==> src/rtl/cic_rate_ctrl.sv <==
// Run-time decimation-ratio sequencer for the variable-rate CIC decimator.
// It validates a request, waits for an output boundary, flushes, loads and masks the settling outputs.
module cic_rate_ctrl #(
  parameter int unsigned RATE_DW      = 32,
  parameter int unsigned CIC_R        = 10,
  parameter int unsigned CIC_R_MIN    = 2,
  parameter int unsigned CIC_N        = 7,
  parameter int unsigned FLUSH_CYCLES = 4
) (
  input  logic               clk,
  input  logic               reset,
  input  logic [RATE_DW-1:0] s_axis_cfg_tdata,
  input  logic               s_axis_cfg_tvalid,
  output logic               s_axis_cfg_tready,
  input  logic               cic_in_tvalid,
  input  logic               cic_out_tvalid,
  output logic               cic_reset_n,
  output logic [RATE_DW-1:0] m_axis_rate_tdata,
  output logic               m_axis_rate_tvalid,
  output logic               out_tvalid_gated,
  output logic [RATE_DW-1:0] current_rate,
  output logic               busy,
  output logic               cfg_error
);

  localparam int unsigned SW = $clog2(CIC_N + 1);
  localparam int unsigned FW = $clog2(FLUSH_CYCLES + 1);
  localparam logic [RATE_DW-1:0] RATE_MAX = RATE_DW'(CIC_R);
  localparam logic [RATE_DW-1:0] RATE_MIN = RATE_DW'(CIC_R_MIN);
  localparam logic [FW-1:0]      FLUSH_LAST  = FW'(FLUSH_CYCLES - 1);
  localparam logic [SW-1:0]      SETTLE_LAST = SW'(CIC_N - 1);

  typedef enum logic [2:0] {
    ST_INIT,
    ST_IDLE,
    ST_WAIT_BND,
    ST_FLUSH,
    ST_LOAD,
    ST_SETTLE
  } state_e;

  state_e             state_q, state_d;
  logic [RATE_DW-1:0] pending_q, pending_d;
  logic [RATE_DW:0]   wait_cnt_q, wait_cnt_d;
  logic [FW-1:0]      flush_cnt_q, flush_cnt_d;
  logic [SW-1:0]      settle_cnt_q, settle_cnt_d;
  logic               cfg_error_d;

  logic               cic_reset_n_q;
  logic [RATE_DW-1:0] rate_tdata_q;
  logic               rate_tvalid_q;
  logic [RATE_DW-1:0] current_rate_q;
  logic               tready_q;
  logic               busy_q;
  logic               cfg_error_q;

  logic               cfg_hs;
  logic               cfg_bad;
  logic [RATE_DW:0]   wait_inc;
  logic [RATE_DW:0]   timeout_lim;

  assign cfg_hs      = s_axis_cfg_tvalid & tready_q;
  assign cfg_bad     = (s_axis_cfg_tdata < RATE_MIN) || (s_axis_cfg_tdata > RATE_MAX);
  assign wait_inc    = wait_cnt_q + 1'b1;
  // Twice the ratio in effect: one extra bit so 2*CIC_R never wraps.
  assign timeout_lim = {current_rate_q, 1'b0};

  // NOTE: every next-state signal gets a default before the case so no latch is inferred.
  always_comb begin
    state_d      = state_q;
    pending_d    = pending_q;
    wait_cnt_d   = wait_cnt_q;
    flush_cnt_d  = flush_cnt_q;
    settle_cnt_d = settle_cnt_q;
    cfg_error_d  = 1'b0;
    unique case (state_q)
      ST_INIT: begin
        state_d     = ST_FLUSH;
        pending_d   = RATE_MAX;
        flush_cnt_d = '0;
      end
      ST_IDLE: begin
        if (cfg_hs) begin
          if (cfg_bad) begin
            cfg_error_d = 1'b1;
          end else if (s_axis_cfg_tdata != current_rate_q) begin
            pending_d  = s_axis_cfg_tdata;
            wait_cnt_d = '0;
            state_d    = ST_WAIT_BND;
          end
        end
      end
      ST_WAIT_BND: begin
        if (cic_in_tvalid) wait_cnt_d = wait_inc;
        if (cic_out_tvalid || (cic_in_tvalid && (wait_inc == timeout_lim))) begin
          state_d     = ST_FLUSH;
          flush_cnt_d = '0;
        end
      end
      ST_FLUSH: begin
        if (flush_cnt_q == FLUSH_LAST) state_d = ST_LOAD;
        else                           flush_cnt_d = flush_cnt_q + 1'b1;
      end
      ST_LOAD: begin
        state_d      = ST_SETTLE;
        settle_cnt_d = '0;
      end
      ST_SETTLE: begin
        if (cic_out_tvalid) begin
          if (settle_cnt_q == SETTLE_LAST) state_d = ST_IDLE;
          else                             settle_cnt_d = settle_cnt_q + 1'b1;
        end
      end
      default: state_d = ST_INIT;
    endcase
  end

  // NOTE: sequential state uses non-blocking assignments so every register samples pre-edge values.
  always_ff @(posedge clk or posedge reset) begin
    if (reset) begin
      state_q        <= ST_INIT;
      pending_q      <= RATE_MAX;
      wait_cnt_q     <= '0;
      flush_cnt_q    <= '0;
      settle_cnt_q   <= '0;
      cic_reset_n_q  <= 1'b0;
      rate_tdata_q   <= RATE_MAX;
      rate_tvalid_q  <= 1'b0;
      current_rate_q <= RATE_MAX;
      tready_q       <= 1'b0;
      busy_q         <= 1'b1;
      cfg_error_q    <= 1'b0;
    end else begin
      state_q       <= state_d;
      pending_q     <= pending_d;
      wait_cnt_q    <= wait_cnt_d;
      flush_cnt_q   <= flush_cnt_d;
      settle_cnt_q  <= settle_cnt_d;
      // Outputs are decoded from the next state so they line up with the state they describe.
      cic_reset_n_q <= !((state_d == ST_INIT) || (state_d == ST_FLUSH));
      rate_tvalid_q <= (state_d == ST_LOAD);
      tready_q      <= (state_d == ST_IDLE);
      busy_q        <= (state_d != ST_IDLE);
      cfg_error_q   <= cfg_error_d;
      if (state_d == ST_LOAD) begin
        rate_tdata_q   <= pending_d;
        current_rate_q <= pending_d;
      end
    end
  end

  assign s_axis_cfg_tready  = tready_q;
  assign cic_reset_n        = cic_reset_n_q;
  assign m_axis_rate_tdata  = rate_tdata_q;
  assign m_axis_rate_tvalid = rate_tvalid_q;
  assign current_rate       = current_rate_q;
  assign busy               = busy_q;
  assign cfg_error          = cfg_error_q;
  assign out_tvalid_gated   = cic_out_tvalid & (state_q == ST_IDLE);

endmodule

==> config.mk <==
export PLATFORM = sky130hd
export DESIGN_NAME = cic_rate_ctrl
export DESIGN_NICKNAME = d
export VERILOG_FILES = /design/src/rtl/cic_rate_ctrl.sv
export SDC_FILE = /design/constraint.sdc
export NUM_CORES = 1
export LEC_CHECK = 0
export ABC_CLOCK_PERIOD_IN_PS = 3910
export CORE_MARGIN = 4
export CORE_UTILIZATION = 55
export CTS_CLUSTER_DIAMETER = 200
export CTS_CLUSTER_SIZE = 14
export DETAILED_ROUTE_END_ITERATION = 16
export PLACE_DENSITY = 0.86
export SLEW_MARGIN = 5
export SYNTH_ARGS = -nofsm -noshare
export SYNTH_HDL_FRONTEND = slang
export SYNTH_SLANG_ARGS = --single-unit
==> constraint.sdc <==
create_clock -name clk -period 3.91 [get_ports clk]
set_input_delay 0.391 -clock clk [delete_from_list [all_inputs] [get_ports clk]]
set_output_delay 0.391 -clock clk [all_outputs]
set_load 0.02 [all_outputs]
# After elaboration in Yosys (flattened, before gate mapping)
# Cells that the tools add are included.
# word_totals
regBits	111
in_bits	37
output_inout_bits	70
wordCells	78
# op_classes
addsub	3
magnitude_cmp	2
eq_ne	21
muxes	26
n_bitwise	2
reduce_logical	13
# op_table
cell	count
$mux 33	4
$mux 32	3
$pmux 33 s2	1
$pmux 32 s2	1
$add 33x1->33 const B	1
$eq 33x33->1	1
$mux 3	11
$gt 32x4->1 const B	1
$lt 32x2->1 const B	1
$ne 32x32->1	1
$pmux 3 s6	1
$ne 2x2->1 const B	8
$eq 3x2->1 const B	4
$eq 3x3->1 const B	4
$pmux 3 s3	1
$add 3x1->3 const B	2
$eq 3x1->1 const B	2
$logic_not 3->1	2
$pmux 3 s2	1
$reduce_and 3->1	2
$reduce_and 5->1	1
$reduce_bool 2->1	2
$logic_or 1x1->1	3
$mux 1	3
5 further kinds	6

# Longest topological paths before layout
# depth
word_depth	9
depth_mapped	11
mapped_depth_nobuf	9

# Least setup slack after synthesis
# OpenSTA, ideal clock, no wires.
# synth_path
kind	flip-flop to flip-flop
start	register wait_cnt_q[15]
end	register flush_cnt_q[0]
arrival_time_ns	2.354
required_time_ns	3.783
path_slack_ns	1.428
stages_incl_launch_ff	11
path_buffers	2
path_cell_list	dfrtp_1 > buf_4 > and3_1 > clkbuf_1 > nand2_2 > nor4_1 > xnor2_1 > nor2_1 > a2111o_1 > o31ai_2 > o21ai_1
# synth_via
elab_chain_cells	6
# synth_lines
item	line_no	text
start, declared	44	logic [RATE_DW:0] wait_cnt_q, wait_cnt_d;
start signal, assigned	136	wait_cnt_q <= wait_cnt_d;
$add 33x1->33	64	assign wait_inc = wait_cnt_q + 1'b1;
$eq 33x33->1	95	if (cic_out_tvalid || (cic_in_tvalid && (wait_inc == timeout_lim))) begin
$logic_and 1x1->1	95	
$logic_or 1x1->1	95	
$ne 2x2->1 (no source line)	-	
$reduce_and 3->1 (no source line)	-	
end signal, assigned	137	flush_cnt_q <= flush_cnt_d;
end, declared	45	logic [FW-1:0] flush_cnt_q, flush_cnt_d;
# No other way between the ends.
# A chain may end at the register's enable or synchronous reset.

# Worst setup path after layout
# layout_path
start	register wait_cnt_q[0]
end	register flush_cnt_q[0]
# Same word-level chain as after synthesis.

==> results.py <==
metrics = {
    "run_status": {
        "status": "completed",
    },
    "logic_synthesis": {
        "synth.most_common_cell": "dfrtp_1",
        "syn-num-nets": 770,
        "synth_ff_type": "dfrtp_1",
        "synth_top_area_share_pct": 38.46,
        "syn_inst": 728,
        "synth-edff-count": 0,
        "ys_top_cells_by_count": "106 x dfrtp_1, 57 x nand2_1, 55 x o21ai_0, 55 x xnor2_1, 37 x buf_4",
        "synth_area_leader_cell": "dfrtp_1",
        "yosys_warnings": 0,
        "synth_seq_area_share_pct": 40.37,
        "synthTopCellsByArea": "dfrtp_1 38%, xnor2_1 7.0%, mux2_2 5.6%, buf_4 4.0%, o21ai_0 4.0%",
        "synth-seq-cells": 111,
        "netlist_area_um2": 6897,
        "synthArstFlopShare_pct": 100.0,
        "avgSynthCellArea_um2": 9.473,
        "ys_types": 73,
    },
    "placement": {
        "hpwl_mm": 15.47,
        "dp.cells": 939,
        "globalplace.congestion": 0.9615,
        "io_buffer_count": 106,
    },
    "die": {
        "core-area_um2": 12160,
        "die_w_um": 120.0,
        "row_count": 40,
        "die_y_um": 120.0,
        "start_util_pct": 56.71,
        "die-area_um2": 14400,
        "io_pins": 107,
    },
    "routing": {
        "totalWireLength_mm": 21.30,
        "initialDrtViolationCount": 630,
        "vias": 6034,
        "post-route-drc-count": 0,
        "dr.pass1.iters": 5,
        "wire_per_inst_um": 22.30,
        "postRouteAntennaNets": 0,
        "viasPerCell": 6.318,
    },
    "clock_network": {
        "cts_buffers": 9,
        "clock_latency_ns": 0.37,
        "cts_root_buffer": "clkbuf_16",
        "cts_tree": "built",
        "ctsHoldBuffers": 0,
        "cts.sinks": 111,
        "cts_resized": 0,
        "clk_pin_slew_ns": 0.08,
        "cts.path.max_buffers": 2,
        "h-tree-depth": 3,
        "cts_setup_buffers": 0,
    },
    "timing": {
        "hold_viol": 0,
        "clock_skew_ns": 0.01280,
        "period_minus_slack_ns": 3.154,
        "tightest_slew_ns": 0.7191,
        "final.setup.tns_ns": 0,
        "fmax_mhz": 317.1,
        "slew_violations": 0,
        "min_period_over_period_pct": 80.65,
        "setup_viol": 0,
        "relSlewSlack_pct": 51.94,
        "rsz0062_at_grt": "false",
    },
    "critical_path": {
        "critPathBufInv": 1,
        "critical_path.endpoint_type": "flop",
        "path_cells": "ha_1 > buf_4 > xnor2_1 > xnor2_1 > a2111oi_0 > o2111ai_1 > nor4_1 > nand4_1 > o31ai_2 > o21ai_1",
        "critPathMostFrequentCell": "xnor2_1",
        "required_ns": 4.15,
        "critPathKind": "flop to flop",
        "crit_family": "compound AO/OA/AOI/OAI gates",
        "rrSetupSlack_ns": 0.76,
        "slowest_delay_ns": 0.51,
        "critical_path.max_fanout": 14,
        "cp_slowest_cell": "dfrtp_1",
        "arrival_ns": 3.39,
        "start_kind": "flop",
    },
    "finish": {
        "final_cells": 955,
        "nFillCells": 925,
        "syn_to_final_growth_pct": 16.91,
        "multiInputGateArea_um2": 3576,
        "layout-drive-gt1-share_pct": 11.18,
        "fin_nets": 824,
        "diodes": 0,
        "ff_latch_area_um2": 2784,
    },
    "grt": {
        "grt_max_degree": 61,
        "grt_usage_pct": 29.98,
        "grt_pass1_vias": 5982,
        "grt_first_pass_wirelength_mm": 33.18,
        "gr-total-overflow": 0,
        "antenna_found_initial": 0,
    },
    "job": {
        "maxCapViolCount": 0,
    },
    "pwr": {
        "leakagePower_nw": 3.401,
        "p_per_area_nw_per_um2": 298.9,
        "peakVddDrop_mv": 0.3193,
    },
    "hold_path": {
        "min_path_type": "primary input to asynchronous set/reset pin",
    },
}
## sequential cells by signal (all words and copies together), names as in the netlist
register,cells
settle_cnt_q,3
cic_reset_n,1
wait_cnt_q,33
cfg_error,1
pending_q,32
m_axis_rate_tvalid,1
busy,1
current_rate,32
flush_cnt_q,3
state_q,3
s_axis_cfg_tready,1
## layout make-up
cell class,instances,area share (%)
flip-flops and latches,111,34.53
clock inverters,6,0.7604
repair buffers,117,14.18
well taps,168,2.607
multi-input cells,528,44.35
clock buffers,10,2.840
inverters,15,0.7294
## metrics by stage
step | util (%) | instance area, um^2 | worst slack, ns | hold slack, ns | total power, W
global placement | 63.91 | 7772 | 0.5706 | 0.4787 | 0.001496
CTS | 66.30 | 8063 | 0.7869 | 0.5022 | 0.002418
finish | 66.30 | 8063 | 0.7564 | 0.4985 | 0.002410
floorplan | - | 6897 | 0.5966 | 0.4604 | 0.001386
global route | 66.30 | 8063 | 0.5532 | 0.5095 | 0.002497
detailed placement | 63.91 | 7772 | 0.5457 | 0.4825 | 0.001510
## path summary, 6_finish.rpt
| kind | endpoint | cells after the start | start |
|---|---|---|---|
| min in group clk | pending_q[29] | 1 | pending_q[29] |
| max in group asynchronous | wait_cnt_q[6] | 3 | reset |
| worst max register to register | flush_cnt_q[0] | 10 | wait_cnt_q[0] |
| worst max-delay path | flush_cnt_q[0] | 10 | wait_cnt_q[0] |
| worst min-delay path | pending_q[31] | 2 | reset |
| worst min register to register | pending_q[29] | 1 | pending_q[29] |
## power by group
part | leakage, nW | switching [W] | total (W) | internal [W]
Sequential | 1.49 | 0.0000455 | 0.00123 | 0.00119
Clock | 0.138 | 0.000470 | 0.000920 | 0.000449
Combinational | 1.77 | 0.000145 | 0.000259 | 0.000114
## cells in the final DEF, fill, tap and decap left out, types with 5 or more instances in the layout
cell type and count:
and4_1 6, a21oi_1 28, dfstp_2 5, nand2_1 57, nand3_1 25, or3_1 5
mux2_2 34, a31oi_1 6, nand4_1 28, clkbuf_16 9, buf_4 11, ha_1 5
clkdlybuf4s50_1 106, nor4_1 17, xor2_1 18, and3_1 7, o21ai_0 55, xnor2_1 55
nor2_1 34, o31ai_1 12, nor3_1 8, and2_1 7, dfrtp_1 106, inv_1 14
o41ai_1 7, nor2b_1 33
## per-layer routing
layer	share of wire, %	global-route usage [%]	vias up
met2	47	47.66	315
met1	42	40.09	2971
met3	8.2	8.011	47
met5	0	0	-
li1	-	-	2701
met4	2.7	9.449	0
## kinds of logic (layout without fill, tap and decap cells)
| group | count (synthesis) | after routing | synth area share [%] |
|---|---|---|---|
| fa+ha+maj | 5 | 5 | 0.9071 |
| buf+inv | 89 | 148 | 7.855 |
| simple gates | 267 | 267 | 22.31 |
| xor+xnor | 73 | 73 | 9.271 |
| flops | 111 | 111 | 40.37 |
| mux | 37 | 37 | 5.987 |
| compound gates | 146 | 146 | 13.30 |
No activity file was read; power rests on OpenSTA's default activity.
==> variant, RTL diff (same flow settings) <==
Put one more register stage on the output `cfg_error`, cleared by the reset. The value now appears one clock later. The other outputs are not delayed to match.
--- a/src/rtl/cic_rate_ctrl.sv
+++ b/src/rtl/cic_rate_ctrl.sv
@@ -155,7 +155,13 @@
   assign m_axis_rate_tvalid = rate_tvalid_q;
   assign current_rate       = current_rate_q;
   assign busy               = busy_q;
-  assign cfg_error          = cfg_error_q;
+  always_ff @(posedge clk or posedge reset) begin
+    if (reset) begin
+      cfg_error <= '0;
+    end else begin
+      cfg_error <= cfg_error_q;
+    end
+  end
   assign out_tvalid_gated   = cic_out_tvalid & (state_q == ST_IDLE);
 
 endmodule
Behaviour: same outputs for any inputs over 10 cycles, from zero or initial values and one cycle with reset high; that may be too few to reach the edited logic, so the function may still have changed.
==> variant against the unedited design <==
  * Critical path depth fell by 1
  * Cell area is essentially flat
  * Final cell count fell by 0.73%
  * Via count is 0.89% lower
  * Worst setup slack got worse by 440 ps
  * Sequential cell count grew 1
  * Global-route usage fell by 2.1 points
  * Power down 0.66%
  * Die area is 0.10% higher
  * Area after synthesis up 0.11%
  * Fmax is 12% lower
  * Routed wire length fell by 8.6%
==> variant: results <==
set metrics [dict create \
    gp_congestion 0.920 \
    p_leak_uw 0.00359 \
    antenna_found_initial 0 \
    yosys_warnings 0 \
    slowest_stage "nor4b_1" \
    drt_iter0_drc 740 \
    status "finished, final reports clean" \
    grt_pass1_wl_mm 31.9 \
    worst_pin_slew_ps 1260 \
    filler_cell_count 883 \
    fin_nets 817 \
    clk_latency_ps 360 \
    ys_top_cells_by_area "dfrtp_1, xor2_1, mux2_2" \
    path_clk_slew_ps 80 \
    syn-num-nets 773 \
    clock_skew_ps 10.8 \
    drive_above_1_share_pct 10.5 \
    synthTopCellsByCount "dfrtp_1, nand2_1, o21ai_0, xor2_1, buf_4" \
    diodes 0 \
    wire_per_inst_um 20.5 \
    cp_max_fo 7 \
    power_frac_clock_pct 38.4 \
    detail_route.first_pass.iterations 5 \
    hp-class "reg -> reg" \
    portBuffers 106 \
    ir_drop_v 0.000262 \
    seq_area_frac_synth_pct 40.7 \
    cts_root_buf "clkbuf_16" \
    dpl.hpwl_mm 14.2 \
    cpPeakStageDelay_ps 630 \
    arrival_ps 3820 \
    critPathTopFamily "compound AO/OA/AOI/OAI gates" \
    grt_pass1_vias 5928 \
    p_int_uw 1750 \
    vias_per_cell 6.31 \
    p_seq_share_pct 51.4 \
    track_usage_pct 27.9 \
    grt_max_degree 113 \
]
[variant: cell count changes in the layout (fill, tap and decap cells not counted), sizes merged, moves of 5 or more]
cell    before  now
xnor2       55   21
xor2        18   49
and2         9   33
nor2b       33    9
a21oi       28   14
o21ai       58   50
and3         8   14
nand2b       4    9
[variant: kinds of logic after synthesis]
family,share of synthesized area (%)
muxes,5.82
xor gates and xnor gates,8.88
AOI/OAI and AO/OA,13.2
buffers and inverters,7.56
DFF,40.7
and+or+nand+nor,22.9
adders and majority gates,0.906
[variant: area by class of cell]
class                      count  area (µm²)  share of cell area [%]
timing repair buffer         114        1130                    14.0
sequential                   112        2810                    34.8
clock inverter                 7        70.1                   0.868
inverter                      12        47.5                   0.589
tap                          168         210                    2.61
clock buffer                   9         225                    2.79
multi-input combinational    526        3570                    44.3
[variant: per-layer routing]
layer	part of all wire [%]	global-route usage, %	vias up	wire length (µm)
met3	8.1	4.24	51	1570
met1	42	39.0	2909	8180
li1	-	-	2691	-
met4	3.1	10.4	0	606
met5	0	0	-	0
met2	47	44.0	329	9100
[variant: per-stage QoR]
step / std cells / cell area [µm²] / setup slack, ps / total power, µW
floorplan: 731 / 6900 / 568 / 1380
global placement: 932 / 7770 / 390 / 1480
detailed placement: 932 / 7770 / 290 / 1500
CTS: 948 / 8070 / 398 / 2400
global route: 948 / 8070 / 31.3 / 2480
finish: 948 / 8070 / 317 / 2390
[variant: worst paths after layout]
kind | start | endpoint | slack [ps] | cells past startpoint
max | wait_cnt_q[0] | flush_cnt_q[2] | 320 | 9
min | cfg_error_q | cfg_error | 360 | 0
max reg2reg | wait_cnt_q[0] | flush_cnt_q[2] | 320 | 9
min reg2reg | cfg_error_q | cfg_error | 360 | 0
max in group asynchronous | reset | wait_cnt_q[12] | 2950 | 3
min in group asynchronous | reset | current_rate[21] | 510 | 3
